### src/rtl/csr_pkg.sv
// ---------------------------------------------------------------------------
// csr_pkg
// Shared constants and types for the machine-mode CSR file and the trap
// sequencer:
//   - CSR address constants for the implemented machine-mode registers
//   - bit indices of the interrupt-enable and pending fields
//   - writable-bit masks applied to every CSR write
//   - funct3 encodings of the CSR instructions
//   - interrupt cause values written to mcause on trap entry
//   - trap_state_t, the RUN/SLEEP sequencer state
//   - csrNewValue, the read-modify-write combiner for CSR instructions
// ---------------------------------------------------------------------------
package csr_pkg;

    // Machine-mode CSR addresses
    localparam logic [11:0] CSR_MSTATUS = 12'h300;
    localparam logic [11:0] CSR_MIE     = 12'h304;
    localparam logic [11:0] CSR_MTVEC   = 12'h305;
    localparam logic [11:0] CSR_MEPC    = 12'h341;
    localparam logic [11:0] CSR_MCAUSE  = 12'h342;
    localparam logic [11:0] CSR_MIP     = 12'h344;

    // Field positions inside mstatus and mie/mip
    localparam int MSTATUS_MIE_BIT  = 3;
    localparam int MSTATUS_MPIE_BIT = 7;
    localparam int MIE_MTIE_BIT     = 7;
    localparam int MIE_MEIE_BIT     = 11;

    // Writable bits of each storage CSR; everything else reads as zero
    localparam logic [31:0] MSTATUS_WMASK = 32'h0000_0088;
    localparam logic [31:0] MIE_WMASK     = 32'h0000_0880;
    localparam logic [31:0] MTVEC_WMASK   = 32'hFFFF_FFFC;
    localparam logic [31:0] MEPC_WMASK    = 32'hFFFF_FFFC;
    localparam logic [31:0] MCAUSE_WMASK  = 32'hFFFF_FFFF;

    // funct3 encodings of the CSR instructions
    localparam logic [2:0] F3_CSRRW  = 3'b001;
    localparam logic [2:0] F3_CSRRS  = 3'b010;
    localparam logic [2:0] F3_CSRRC  = 3'b011;
    localparam logic [2:0] F3_CSRRWI = 3'b101;
    localparam logic [2:0] F3_CSRRSI = 3'b110;
    localparam logic [2:0] F3_CSRRCI = 3'b111;

    // Interrupt cause values (interrupt flag in bit 31)
    localparam logic [31:0] CAUSE_M_EXT   = 32'h8000_000B;
    localparam logic [31:0] CAUSE_M_TIMER = 32'h8000_0007;

    // Trap sequencer state
    typedef enum logic {
        RUN   = 1'b0,
        SLEEP = 1'b1
    } trap_state_t;

    // Combines the old CSR value with the operand according to the CSR op.
    // The immediate forms arrive already zero-extended, so they share the
    // register forms' arithmetic. Unknown encodings leave the value as is,
    // which makes the write a no-op.
    function automatic logic [31:0] csrNewValue(
        input logic [2:0]  funct3,
        input logic [31:0] oldValue,
        input logic [31:0] operand
    );
        logic [31:0] result;
        case (funct3)
            F3_CSRRW, F3_CSRRWI: result = operand;
            F3_CSRRS, F3_CSRRSI: result = oldValue | operand;
            F3_CSRRC, F3_CSRRCI: result = oldValue & ~operand;
            default:             result = oldValue;
        endcase
        return result;
    endfunction

endpackage

### src/rtl/irq_prio.sv
// ---------------------------------------------------------------------------
// irq_prio
// Combinational interrupt arbitration. Combines the enable bits held in mie
// with the live pending bits in mip to decide whether the core should wake
// from wfi, whether an interrupt must be taken now, and which cause to
// report. External interrupts win over the timer.
//
// Ports:
//   mstatus_mie_i  in   1   global machine interrupt enable (mstatus.MIE)
//   mie_i          in  32   mie register contents
//   mip_i          in  32   mip value built from the interrupt levels
//   irq_pend_o     out  1   an enabled interrupt is pending and MIE is set
//   wake_o         out  1   an enabled interrupt is pending, ignoring MIE
//   cause_o        out 32   mcause value for the winning interrupt
// ---------------------------------------------------------------------------
module irq_prio
    import csr_pkg::*;
(
    input  logic        mstatus_mie_i,
    input  logic [31:0] mie_i,
    input  logic [31:0] mip_i,
    output logic        irq_pend_o,
    output logic        wake_o,
    output logic [31:0] cause_o
);

    logic [31:0] enabledPending;
    logic        extHit;
    logic        timerHit;

    assign enabledPending = mie_i & mip_i;
    assign extHit         = enabledPending[MIE_MEIE_BIT];
    assign timerHit       = enabledPending[MIE_MTIE_BIT];

    // wfi wake-up deliberately ignores the global enable so that a core
    // sleeping with interrupts masked still resumes on an enabled source.
    assign wake_o     = |enabledPending;
    assign irq_pend_o = mstatus_mie_i & wake_o;

    // Fixed priority: external first, timer otherwise.
    assign cause_o = extHit ? CAUSE_M_EXT : CAUSE_M_TIMER;

    // timerHit only documents the fallback arm of the priority mux.
    logic unusedTimerHit;
    assign unusedTimerHit = timerHit;

endmodule

### src/rtl/trap_csr_unit.sv
// ---------------------------------------------------------------------------
// trap_csr_unit
// Machine-mode CSR file and trap sequencer for the single-cycle core.
// Executes CSR instructions, takes interrupts, returns with mret and parks
// the core in wfi until an enabled interrupt arrives. Redirect, flush and
// stall are combinational in the decode cycle; all state changes land on
// the next rising clock edge.
//
// Ports:
//   clk          in   1   core clock
//   rst_n        in   1   asynchronous active-low reset
//   csr_w_en     in   1   decoded CSR instruction this cycle
//   csr_funct3   in   3   CSR op encoding
//   csr_addr     in  12   CSR address
//   csr_wdata    in  32   rs1 value or zero-extended zimm
//   ret          in   1   decoded mret
//   wfi          in   1   decoded wfi
//   pc           in  32   PC of the current instruction
//   ext_irq      in   1   external interrupt level
//   timer_irq    in   1   timer interrupt level
//   csr_rdata    out 32   old value of the addressed CSR
//   redirect_en  out  1   fetch takes redirect_pc next
//   redirect_pc  out 32   trap vector or mepc
//   flush        out  1   current instruction must not commit
//   stall        out  1   hold PC, commit nothing
// ---------------------------------------------------------------------------
module trap_csr_unit
    import csr_pkg::*;
#(
    parameter int XLEN = 32
) (
    input  logic            clk,
    input  logic            rst_n,
    input  logic            csr_w_en,
    input  logic [2:0]      csr_funct3,
    input  logic [11:0]     csr_addr,
    input  logic [XLEN-1:0] csr_wdata,
    input  logic            ret,
    input  logic            wfi,
    input  logic [XLEN-1:0] pc,
    input  logic            ext_irq,
    input  logic            timer_irq,
    output logic [XLEN-1:0] csr_rdata,
    output logic            redirect_en,
    output logic [XLEN-1:0] redirect_pc,
    output logic            flush,
    output logic            stall
);

    // CSR storage and sequencer state
    logic [31:0] mstatus_q, mstatus_d;
    logic [31:0] mie_q,     mie_d;
    logic [31:0] mtvec_q,   mtvec_d;
    logic [31:0] mepc_q,    mepc_d;
    logic [31:0] mcause_q,  mcause_d;
    trap_state_t state_q,   state_d;

    logic [31:0] mipValue;
    logic [31:0] csrOld;
    logic [31:0] csrNew;
    logic        irqPend;
    logic        wake;
    logic [31:0] irqCause;

    logic        inRun;
    logic        takeTrap;
    logic        doRet;
    logic        doSleep;
    logic        doCsrWrite;

    // mip is not stored: it mirrors the interrupt levels directly.
    assign mipValue = {20'b0, ext_irq, 3'b0, timer_irq, 7'b0};

    irq_prio u_irq_prio (
        .mstatus_mie_i (mstatus_q[MSTATUS_MIE_BIT]),
        .mie_i         (mie_q),
        .mip_i         (mipValue),
        .irq_pend_o    (irqPend),
        .wake_o        (wake),
        .cause_o       (irqCause)
    );

    // Read mux: returns the pre-write value of the addressed CSR;
    // unimplemented addresses read as zero.
    always_comb begin
        csrOld = '0;
        case (csr_addr)
            CSR_MSTATUS: csrOld = mstatus_q;
            CSR_MIE:     csrOld = mie_q;
            CSR_MTVEC:   csrOld = mtvec_q;
            CSR_MEPC:    csrOld = mepc_q;
            CSR_MCAUSE:  csrOld = mcause_q;
            CSR_MIP:     csrOld = mipValue;
            default:     csrOld = '0;
        endcase
    end

    assign csr_rdata = csrOld;
    assign csrNew    = csrNewValue(csr_funct3, csrOld, csr_wdata);

    // A pending interrupt pre-empts whatever instruction sits in decode, so
    // every other action is qualified with ~irqPend. In SLEEP all decode
    // strobes are ignored.
    assign inRun      = (state_q == RUN);
    assign takeTrap   = inRun & irqPend;
    assign doRet      = inRun & ~irqPend & ret;
    assign doSleep    = inRun & ~irqPend & wfi & ~wake;
    assign doCsrWrite = inRun & ~irqPend & csr_w_en;

    assign redirect_en = takeTrap | doRet;
    assign flush       = takeTrap;
    assign redirect_pc = takeTrap ? {mtvec_q[31:2], 2'b00} : mepc_q;
    assign stall       = inRun ? doSleep : ~wake;

    // Next-state logic. Order matters: an mret overrides a CSR write to
    // mstatus, and a trap overrides everything (the other actions are
    // already gated off when a trap is taken).
    always_comb begin
        mstatus_d = mstatus_q;
        mie_d     = mie_q;
        mtvec_d   = mtvec_q;
        mepc_d    = mepc_q;
        mcause_d  = mcause_q;
        state_d   = state_q;

        if (doCsrWrite) begin
            case (csr_addr)
                CSR_MSTATUS: mstatus_d = csrNew & MSTATUS_WMASK;
                CSR_MIE:     mie_d     = csrNew & MIE_WMASK;
                CSR_MTVEC:   mtvec_d   = csrNew & MTVEC_WMASK;
                CSR_MEPC:    mepc_d    = csrNew & MEPC_WMASK;
                CSR_MCAUSE:  mcause_d  = csrNew & MCAUSE_WMASK;
                default:     ;
            endcase
        end

        if (doRet) begin
            mstatus_d[MSTATUS_MIE_BIT]  = mstatus_q[MSTATUS_MPIE_BIT];
            mstatus_d[MSTATUS_MPIE_BIT] = 1'b1;
        end

        if (takeTrap) begin
            mepc_d                      = pc & MEPC_WMASK;
            mcause_d                    = irqCause;
            mstatus_d[MSTATUS_MPIE_BIT] = mstatus_q[MSTATUS_MIE_BIT];
            mstatus_d[MSTATUS_MIE_BIT]  = 1'b0;
        end

        case (state_q)
            RUN:     if (doSleep) state_d = SLEEP;
            SLEEP:   if (wake)    state_d = RUN;
            default: state_d = RUN;
        endcase
    end

    // State registers with asynchronous active-low reset.
    always_ff @(posedge clk or negedge rst_n) begin
        if (!rst_n) begin
            mstatus_q <= '0;
            mie_q     <= '0;
            mtvec_q   <= '0;
            mepc_q    <= '0;
            mcause_q  <= '0;
            state_q   <= RUN;
        end else begin
            mstatus_q <= mstatus_d;
            mie_q     <= mie_d;
            mtvec_q   <= mtvec_d;
            mepc_q    <= mepc_d;
            mcause_q  <= mcause_d;
            state_q   <= state_d;
        end
    end

endmodule
### config.mk
export PLATFORM = sky130hd
export DESIGN_NAME = trap_csr_unit
export DESIGN_NICKNAME = d
export VERILOG_FILES = /design/src/rtl/csr_pkg.sv /design/src/rtl/irq_prio.sv /design/src/rtl/trap_csr_unit.sv
export SDC_FILE = /design/constraint.sdc
export NUM_CORES = 1
export LEC_CHECK = 0
export ABC_AREA = 0
export CAP_MARGIN = 0
export CORE_MARGIN = 2
export CORE_UTILIZATION = 45
export CTS_CLUSTER_DIAMETER = 100
export DETAILED_ROUTE_END_ITERATION = 6
export PLACE_DENSITY = 0.83
export SLEW_MARGIN = 20
export SYNTH_ARGS = -nofsm -noshare
export SYNTH_HDL_FRONTEND = slang
export SYNTH_SLANG_ARGS = --single-unit
### constraint.sdc
create_clock -name clk -period 2.7 [get_ports clk]
set_input_delay 0.675 -clock clk [delete_from_list [all_inputs] [get_ports clk]]
set_output_delay 0.675 -clock clk [all_outputs]
set_load 0.05 [all_outputs]
-- Word level (Yosys, flattened, before mapping)
Cells that the tools add are included.
- register bits: 99
- output and inout bits: 67
- word-level logic and storage cells: 67
- eq/ne operators: 12
- muxes and demuxes: 20
- bitwise gates (word level): 15
- reduce and logical (&&, ||, !) cells: 14
- operators with widths (kind ; count):
    $mux W32 ; 7
    $pmux W32 S6 ; 1
    $pmux W32 S3 ; 1
    $eq A12 B10 Y1 const B ; 6
    $and A32 B32 Y32 ; 1
    $not A32 Y32 ; 1
    $or A32 B32 Y32 ; 1
    $reduce_or A32 Y1 ; 1
    $mux W8 ; 2
    $and A12 B12 Y12 ; 1
    $reduce_and A2 Y1 ; 5
    $eq A3 B3 Y1 const B ; 3
    $and A1 B1 Y1 ; 7
    $mux W1 ; 7
    $eq A3 B2 Y1 const B ; 2
    $reduce_bool A2 Y1 ; 3
    $reduce_bool A3 Y1 ; 2
    $reduce_or A2 Y1 ; 3
    $mux W4 ; 1
    $eq A3 B1 Y1 const B ; 1
    $not A1 Y1 ; 3
    $pmux W1 S2 ; 1
    $or A1 B1 Y1 ; 1

-- Depth between registers and ports, before layout
Gate-level depths: netlist of run 1.
- depth after elaboration: 9
- depth in mapped cells: 9

-- By module
A second synthesis of run 1 with hierarchy kept.
- cells, all modules: 840
- area total of the unflattened synthesis: 6884.1 um^2
- by module, submodules not included (module ; instances ; cells an instance ; area each (um^2) ; sequential area each (um^2)):
    trap_csr_unit ; 1 ; 784 ; 6452.4 ; 2427.3
    irq_prio ; 1 ; 56 ; 431.7 ; 0.0

-- Least setup slack after synthesis of run 1
Ideal clock, no wire load.
- kind: input -> output
- start point: input port csr_addr[5]
- end point: output port csr_rdata[10]
- data arrival time: 2.643 ns
- data required time: 2.025 ns
- path slack: -0.618 ns
- stages on the path: 5
- path buffers: 2
- cells stage by stage: or4b_4 -> or2_1 -> buf_4 -> buf_2 -> o2bb2ai_1
- word-level cells in the longest chain between the ends: 2
- elaborated cells on any way between the ends: 7
- classes of those cells: eq/ne: 6; mux: 1
- RTL lines (item ; line ; RTL):
    from (decl) ; trap_csr_unit.sv:36 ; input logic [11:0] csr_addr,
    $eq A12 B10 Y1 ; trap_csr_unit.sv:87 ; case (csr_addr)
    $pmux W32 S6 * ; trap_csr_unit.sv:87 ;
    to (decl) ; trap_csr_unit.sv:43 ; output logic [XLEN-1:0] csr_rdata,
Mark *: on every way between the ends. The rest lies on a longest branch, timed or not.

-- Worst setup path after layout of run 1
- start point: input port csr_addr[3]
- end point: output port csr_rdata[4]
The elaborated chain is that of the path after synthesis.

==> flow_summary.json, run 1 <==
{
  "status": "finished, violations left",
  "violations": "negative setup slack",
  "worstHoldPathType": "primary input to async pin",
  "io_pins": 153,
  "critical_path.endpoint": "csr_rdata[4]",
  "critPathKind": "primary input to primary output",
  "area_growth_pct": 81.2,
  "cts_root_buffer": "clkbuf_16",
  "clock_skew_ns": 0.0116,
  "power_density_nw_per_um2": 326,
  "core_sq_um": 12500,
  "netlist_instances": 692,
  "start_util_pct": 45.8,
  "setup_viol": 44,
  "grt_overflow_total": 0,
  "yosysUniqueCellTypes": 55,
  "grt_pass1_vias": 7263,
  "postCtsHoldBufs": 0,
  "die_w_microns": 117,
  "critPathLaunch": "csr_addr[3]",
  "grt.total_usage_pct": 38.2,
  "crit_required_ns": 2.03,
  "vias_per_cell": 6.62,
  "cts-htree-levels": 3,
  "placed_area_sq_um": 8810,
  "maxSlewHeadroom_pct": 56.6,
  "whs_ns": 0.294,
  "cp.arrival_ns": 2.44,
  "antenna_found_initial": 0,
  "grt_max_degree": 57,
  "io_buffers": 147,
  "vias": 7407,
  "diodes": 0,
  "antenna_left": 0,
  "crit_path_start_kind": "primary input",
  "r2r-start": "mie_q[7]",
  "clkLatencyLatePin_ns": 0.36,
  "clkSinkCount": 97,
  "tns_ns": -10.33,
  "post-route-period-util_pct": 115,
  "clock_path_buffers": 2,
  "utilization_pct": 83.0,
  "wl_per_cell_microns": 26.5,
  "clkTransAtPathRegs_ns": 0.07,
  "dp_hpwl_microns": 15200,
  "period_minus_slack_ns": 3.11,
  "leakage_nw": 4.66,
  "rsz0062_at_grt": "yes",
  "rr_worst_depth": 15,
  "peakVddDrop_mv": 0.271,
  "layout_common_cells": "111 x nand2_1, 105 x buf_4, 97 x dfrtp_1",
  "crit_path_end_kind": "primary output",
  "drive_gt1_share_pct": 37.6,
  "layout_commonest_cell": "nand2_1",
  "cts_tree": "built",
  "drt_pass1_iterations": 7,
  "power_mw": 3.39,
  "maxCapViolCount": 0,
  "wl_microns": 29600,
  "fp-row-count": 41,
  "cp_max_fo": 7,
  "synthFlopType": "dfrtp_1",
  "design_area_sq_um": 10400,
  "synth_area_per_cell_sq_um": 8.28,
  "setup_ws_ns": -0.411,
  "worstMarginPinSlew_ns": 0.651,
  "cts_buffers": 9,
  "ys_seq_area_share_pct": 42.4,
  "rrSetupSlack_ns": -0.07,
  "yosys.area.top_type": "dfrtp_1",
  "grt_pass1_wl_microns": 39100,
  "ys.warnings.count": 0,
  "max_freq_mhz": 321,
  "synthArstFlopShare_pct": 100,
  "synth_area_sq_um": 5730,
  "ys_seq_elements": 97,
  "die_y_microns": 117,
  "synth_top_area_share_pct": 42.4,
  "finalHoldViolCount": 0,
  "dieArea_sq_um": 13700,
  "nets": 1028,
  "yosys-top-cells-area": "dfrtp_1 42%, nand2_1 11%, o21ai_1 8.0%",
  "reg2reg_to": "mepc_q[22]",
  "route.detailed.drc": 0,
  "synth_edf_count": 0,
  "initialDrtViolationCount": 1008,
  "slew_violations": 0,
  "gp_congestion": 0.908
}
==> how the worst min path moves through the flow <==
stage	startpoint	endpoint	slack, ns	cells past startpoint
after global placement	mcause_q[23]	mcause_q[23]	0.47	2
after global routing	rst_n	mepc_q[18]	0.31	1
final	rst_n	mtvec_q[6]	0.29	1
after CTS	rst_n	mepc_q[11]	0.30	1
after detailed placement	mcause_q[12]	mcause_q[12]	0.48	2
after floorplan	rst_n	mcause_q[0]	0.38	0
==> cells by family (layout without fill, tap and decap cells) <==
family	count (synthesis)	in the layout	share of synthesized area (%)
muxes	4	4	0.699
other	1	2	0.0655
buffers and inverters	63	317	4.80
and+or+nand+nor	265	265	21.6
xor gates and xnor gates	23	23	3.52
AOI/OAI and AO/OA	239	239	26.9
DFF	97	97	42.4
==> routing by layer <==
metal / vias to the layer above / wire, microns / global-route usage (%)
li1: 2963 / - / -
met1: 3483 / 9760 / 45.2
met2: 696 / 13800 / 63.5
met3: 265 / 3510 / 7.83
met4: 0 / 2580 / 24.8
met5: - / 0 / 0
==> per-stage QoR <==
step	cells	setup WS, ns
floorplan	693	-0.135
global placement	1042	-0.578
detailed placement	1042	-0.599
CTS	1100	-0.409
global route	1119	-0.428
finish	1119	-0.411
==> what timing repair did <==
item / in CTS / in global routing
pin swaps: 31 / 19
gates cloned: 10 / 7
setup buffers: 35 / 13
resized for setup: 152 / 29
endpoints found under the setup margin: 123 / 96
==> registers in the layout, summed over array words and instances (netlist names) <==
register and flops:
mcause_q 32, state_q 1, mtvec_q 30, mepc_q 30
mstatus_q 2, mie_q 2
==> final cells by class <==
cell class	count	area [sq um]
Sequential cell	97	2430
Fill cell	671	2130
Timing Repair Buffer	294	3650
Clock buffer	9	225
Multi-Input combinational cell	533	3720
Inverter	7	38.8
Clock inverter	7	106
Tap cell	172	215
==> worst max-delay path: stages <==
cell	delay [ns]
buf_6	0.09
or4b_4	0.55
buf_6	0.14
nor4_4	0.29
buf_4	0.19
clkbuf_16	0.18
nand2_2	0.09
nand2_4	0.10
buf_12	0.13
==> cells in the mapped netlist (all sizes together), types with 3 or more instances <==
| cell type | n |
|---|---|
| a211o | 4 |
| a211oi | 5 |
| a21o | 4 |
| a21oi | 18 |
| a22oi | 50 |
| and2 | 30 |
| buf | 26 |
| clkbuf | 30 |
| dfrtp | 97 |
| inv | 6 |
| mux2i | 4 |
| nand2 | 170 |
| nand3 | 16 |
| nand3b | 5 |
| nand4 | 3 |
| nor2 | 18 |
| nor2b | 4 |
| nor3 | 3 |
| nor3b | 3 |
| nor4bb | 3 |
| o211ai | 5 |
| o21ai | 107 |
| o22ai | 20 |
| o2bb2ai | 11 |
| or2 | 3 |
| xor2 | 21 |
==> report_power, final <==
group          internal (mW)  switching [mW]  total (mW)
clock network          0.832           0.640        1.47
registers               1.45         0.00388        1.46
logic                  0.216           0.240       0.456
No activity file was read; power rests on OpenSTA's default activity.
==> inputs of run 2 (changes only) <==
Settings changed: TNS_END_PERCENT set to 10.
==> flow_summary.json, run 2 (synthesis gave the netlist of run 1 again) <==
{
  "crit_path_end_kind": "primary output",
  "dp_hpwl_microns": 15200,
  "wl_per_cell_microns": 21.3,
  "vias_per_cell": 6.10,
  "dp_slack_ns": -0.656,
  "leakage_nw": 4.11,
  "cts-htree-levels": 3,
  "status": "finished, violations left",
  "clock_skew_ns": 0.00978,
  "initialDrtViolationCount": 644,
  "drive_gt1_share_pct": 31.5,
  "clock_path_buffers": 2,
  "critPathKind": "primary input to primary output",
  "nets": 983,
  "grt_overflow_total": 0,
  "io_buffers": 147,
  "setup_viol": 61,
  "worstHoldPathType": "primary input to async pin",
  "die_w_microns": 117,
  "antenna_left": 0,
  "cts_root_buffer": "clkbuf_16",
  "grt_pass1_vias": 6874,
  "crit_required_ns": 2.03,
  "violations": "negative setup slack",
  "setup_ws_ns": -0.341,
  "grt_pass1_wl_microns": 36100,
  "top_regs": "mcause_q (32), mepc_q (30), mtvec_q (30)",
  "wl_microns": 22900,
  "fp-row-count": 41,
  "largest_reg_flops": 32,
  "io_pins": 153,
  "layout_common_cells": "130 x nand2_1, 97 x dfrtp_1, 91 x o21ai_1",
  "area_growth_pct": 67.9,
  "core_sq_um": 12500,
  "slew_violations": 0,
  "post-route-period-util_pct": 113,
  "start_util_pct": 45.8,
  "vias": 6542,
  "gp_congestion": 0.923,
  "grt.total_usage_pct": 34.6,
  "grt_max_degree": 57,
  "worstMarginPinSlew_ns": 0.547,
  "layout_commonest_cell": "nand2_1",
  "design_area_sq_um": 9620,
  "antenna_found_initial": 0,
  "max_freq_mhz": 329,
  "period_minus_slack_ns": 3.04,
  "dieArea_sq_um": 13700,
  "maxSlewHeadroom_pct": 63.6,
  "rsz0062_at_grt": "yes",
  "crit_path_start_kind": "primary input",
  "cp.arrival_ns": 2.37,
  "power_density_nw_per_um2": 344,
  "cts_buffers": 9,
  "clkLatencyLatePin_ns": 0.35,
  "clkTransAtPathRegs_ns": 0.07,
  "die_y_microns": 117,
  "finalHoldViolCount": 0,
  "placed_area_sq_um": 8800,
  "postCtsHoldBufs": 0,
  "drt_pass1_iterations": 6,
  "cp_max_fo": 7,
  "maxCapViolCount": 0,
  "peakVddDrop_mv": 0.316,
  "cts_tree": "built",
  "diodes": 0,
  "clkSinkCount": 97,
  "tns_ns": -8.81,
  "route.detailed.drc": 0,
  "regMostFlops": "mcause_q"
}
run 2: cell types whose count changed in the layout (fill, tap and decap cells not counted), moves of 2 or more:
cell	before	now
buf_16	6	1
buf_2	11	5
buf_4	105	73
buf_8	8	5
clkbuf_16	15	10
clkbuf_2	0	4
nand2_1	111	130
nand2_2	35	33
nand2_4	24	7
nor2_2	0	2
nor2_4	6	4
nor3_2	0	2
o21ai_2	3	1
run 2: cell type report:
cell class              count  area, sq um
fillers                   801         2900
clock buffers              10          239
clock inverters             5         86.3
flip-flops and latches     97         2430
repair buffers            249         3090
well taps                 172          215
multi-input cells         533         3530
inverters                   7         31.3
run 2: per-stage QoR:
step                      utilization, %  power [mW]  std cells  hold WS, ns
after global placement              70.3        1.88       1041        0.468
final                               76.9        3.31       1073        0.197
after global routing                76.9        3.41       1073        0.212
after CTS                           76.4        3.30       1071        0.201
after floorplan                        -        1.64        693        0.379
after detailed placement            70.3        1.89       1041        0.480
run 2: per-layer routing:
metal  global-route usage (%)  routed length, microns  up-vias
li1                         -                       -     2860
met1                     42.5                    8410     3119
met2                     57.7                   11200      456
met3                     7.83                    2160      107
met4                     17.2                    1090        0
met5                        0                       0        -
run 2: timing repair:
item	CTS	global route
pin swaps	23	8
cloned	5	0
buffers inserted	11	2
gates resized for setup	102	33
setup endpoints to repair	105	67
run 2: final timing paths:
path	startpoint	end	slack, ns	depth (start not counted)
min in group clk	mcause_q[28]	mcause_q[28]	0.50	2
min reg2reg	mcause_q[28]	mcause_q[28]	0.50	2
max in group asynchronous	rst_n	mtvec_q[5]	1.87	2
max	csr_addr[11]	csr_rdata[25]	-0.34	8
max reg2reg	mie_q[11]	mtvec_q[16]	0.57	9
min	rst_n	mtvec_q[31]	0.20	1
run 2: report_power, final:
| group | switching, mW | internal [mW] | leakage, nW | total, mW |
|---|---|---|---|---|
| registers | 0.00401 | 1.46 | 1.34 | 1.46 |
| clock network | 0.586 | 0.841 | 0.160 | 1.43 |
| logic | 0.218 | 0.209 | 2.60 | 0.427 |
| total | 0.808 | 2.51 | 4.11 | 3.31 |
run 2: worst max-delay path: stages:
cell and delay, ns:
buf_6 0.09, or4b_4 0.55, buf_6 0.14, nor4_4 0.25, buf_4 0.18, clkbuf_16 0.18, o2bb2ai_4 0.14, buf_12 0.16
==> inputs of run 3 (changes only) <==
Settings changed: REMOVE_ABC_BUFFERS set to 1.
==> flow_summary.json, run 3 (synthesis gave the netlist of run 1 again) <==
{
  "fp-row-count": 41,
  "dp_hpwl_microns": 13800,
  "peakVddDrop_mv": 0.238,
  "layout_commonest_cell": "nand2_1",
  "critical_path.top_delay_family": "simple AND/OR/NAND/NOR gates",
  "grt_pass1_wl_microns": 34300,
  "wl_microns": 21700,
  "antenna_left": 0,
  "worstHoldPathType": "primary input to async pin",
  "grt_overflow_total": 0,
  "clock_path_buffers": 2,
  "nets": 980,
  "crit_required_ns": 2.03,
  "multi_input_area_sq_um": 3560,
  "cts_buffers": 9,
  "post-route-period-util_pct": 113,
  "antenna_found_initial": 0,
  "initialDrtViolationCount": 527,
  "power.share.clock_pct": 40.1,
  "cp.arrival_ns": 2.37,
  "p_switching_mw": 0.755,
  "vias_per_cell": 5.94,
  "core_sq_um": 12500,
  "cpMostUsedCell": "buf_6",
  "status": "finished, violations left",
  "crit_path_end_kind": "primary output",
  "grt_pass1_vias": 6444,
  "wl_per_cell_microns": 20.3,
  "worstPathCellList": "buf_6 > or4b_4 > buf_6 > nor4_4 > buf_4 > clkbuf_16 > o2bb2ai_4 > buf_12",
  "regArea_sq_um": 2430,
  "power.internal_mw": 2.37,
  "fillCellCount": 829,
  "worstMarginPinSlew_ns": 0.503,
  "tns_ns": -8.99,
  "die_y_microns": 117,
  "dieArea_sq_um": 13700,
  "clkSinkCount": 97,
  "cp_max_fo": 7,
  "crit_path_start_kind": "primary input",
  "top_regs": "mcause_q (32), mepc_q (30), mtvec_q (30)",
  "cts_root_buffer": "clkbuf_16",
  "grt.total_usage_pct": 32.8,
  "start_util_pct": 45.8,
  "area_growth_pct": 66.3,
  "critPathKind": "primary input to primary output",
  "vias": 6355,
  "cts-htree-levels": 3,
  "cp.buffers_inverters": 5,
  "pwr-share-seq_pct": 46.7,
  "route.detailed.drc": 0,
  "cts_tree": "built",
  "p_comb_share_pct": 13.2,
  "max_freq_mhz": 328,
  "slew_violations": 0,
  "switching_share_pct": 24.1,
  "power_density_nw_per_um2": 328,
  "critPathMaxStageDelay_ns": 0.55,
  "clkTransAtPathRegs_ns": 0.07,
  "maxSlewHeadroom_pct": 66.5,
  "whs_ns": 0.302,
  "finalHoldViolCount": 0,
  "layout_common_cells": "136 x nand2_1, 97 x dfrtp_1, 91 x o21ai_1",
  "drive_gt1_share_pct": 31.0,
  "violations": "negative setup slack",
  "slowest_stage": "or4b_4",
  "power_mw": 3.13,
  "die_w_microns": 117,
  "period_minus_slack_ns": 3.05,
  "setup_viol": 50,
  "leakage_nw": 4.03,
  "drt_pass1_iterations": 7,
  "regMostFlops": "mcause_q",
  "maxCapViolCount": 0,
  "io_buffers": 147,
  "gp_congestion": 0.934,
  "grt_max_degree": 45,
  "diodes": 0,
  "rsz0062_at_grt": "yes",
  "largest_reg_flops": 32,
  "clkLatencyLatePin_ns": 0.35,
  "clock_skew_ns": 0.00751,
  "setup_ws_ns": -0.350,
  "io_pins": 153
}
[run 3: metal layers]
layer / vias up / global-route usage, % / part of all wire (%)
met3: 67 / 6.90 / 9.5
met5: - / 0 / 0
li1: 2860 / - / -
met4: 0 / 13.5 / 2.9
met2: 375 / 52.9 / 48
met1: 3053 / 43.3 / 40
[run 3: power by group through the flow]
| stage | logic (mW) | clock network [mW] | registers [mW] |
|---|---|---|---|
| detailed placement | 0.391 | 0 | 1.49 |
| floorplan | 0.128 | 0 | 1.49 |
| CTS | 0.404 | 1.26 | 1.46 |
| global route | 0.443 | 1.32 | 1.46 |
| finish | 0.413 | 1.25 | 1.46 |
| global placement | 0.385 | 0 | 1.49 |
[run 3: worst paths after layout]
check,startpoint,endpoint,slack [ns],cells past startpoint
setup / recovery,csr_addr[5],csr_rdata[25],-0.35,8
hold / removal,rst_n,mtvec_q[7],0.30,1
setup reg to reg,mie_q[11],mtvec_q[26],0.44,9
hold reg to reg,mcause_q[21],mcause_q[21],0.50,2
max in group asynchronous,rst_n,mcause_q[26],1.75,2
min in group clk,mcause_q[21],mcause_q[21],0.50,2
[run 3: what timing repair did]
item	in CTS	in global routing
endpoints found under the hold margin	0	0
endpoints found under the setup margin	66	65
pin swaps	25	7
cloned	5	0
hold buffers	0	0
resized for setup	142	24
buffers inserted	15	3
[run 3: layout make-up]
type | instances | area share, %
tap | 172 | 2.26
sequential | 97 | 25.5
multi-input combinational | 533 | 37.3
timing repair buffer | 246 | 31.7
clock inverter | 3 | 0.446
clock buffer | 12 | 2.48
inverter | 7 | 0.302
[run 3: per-stage QoR]
step / util [%] / cell area (sq um) / cells / worst slack [ns]
2_1_floorplan: - / 5480 / 637 / -1.83
3_5_place_dp: 67.4 / 8430 / 1032 / -0.682
3_3_place_gp: 67.4 / 8430 / 1032 / -0.646
4_1_cts: 75.5 / 9450 / 1067 / -0.311
6_report: 76.1 / 9530 / 1070 / -0.350
5_1_grt: 76.1 / 9530 / 1070 / -0.399
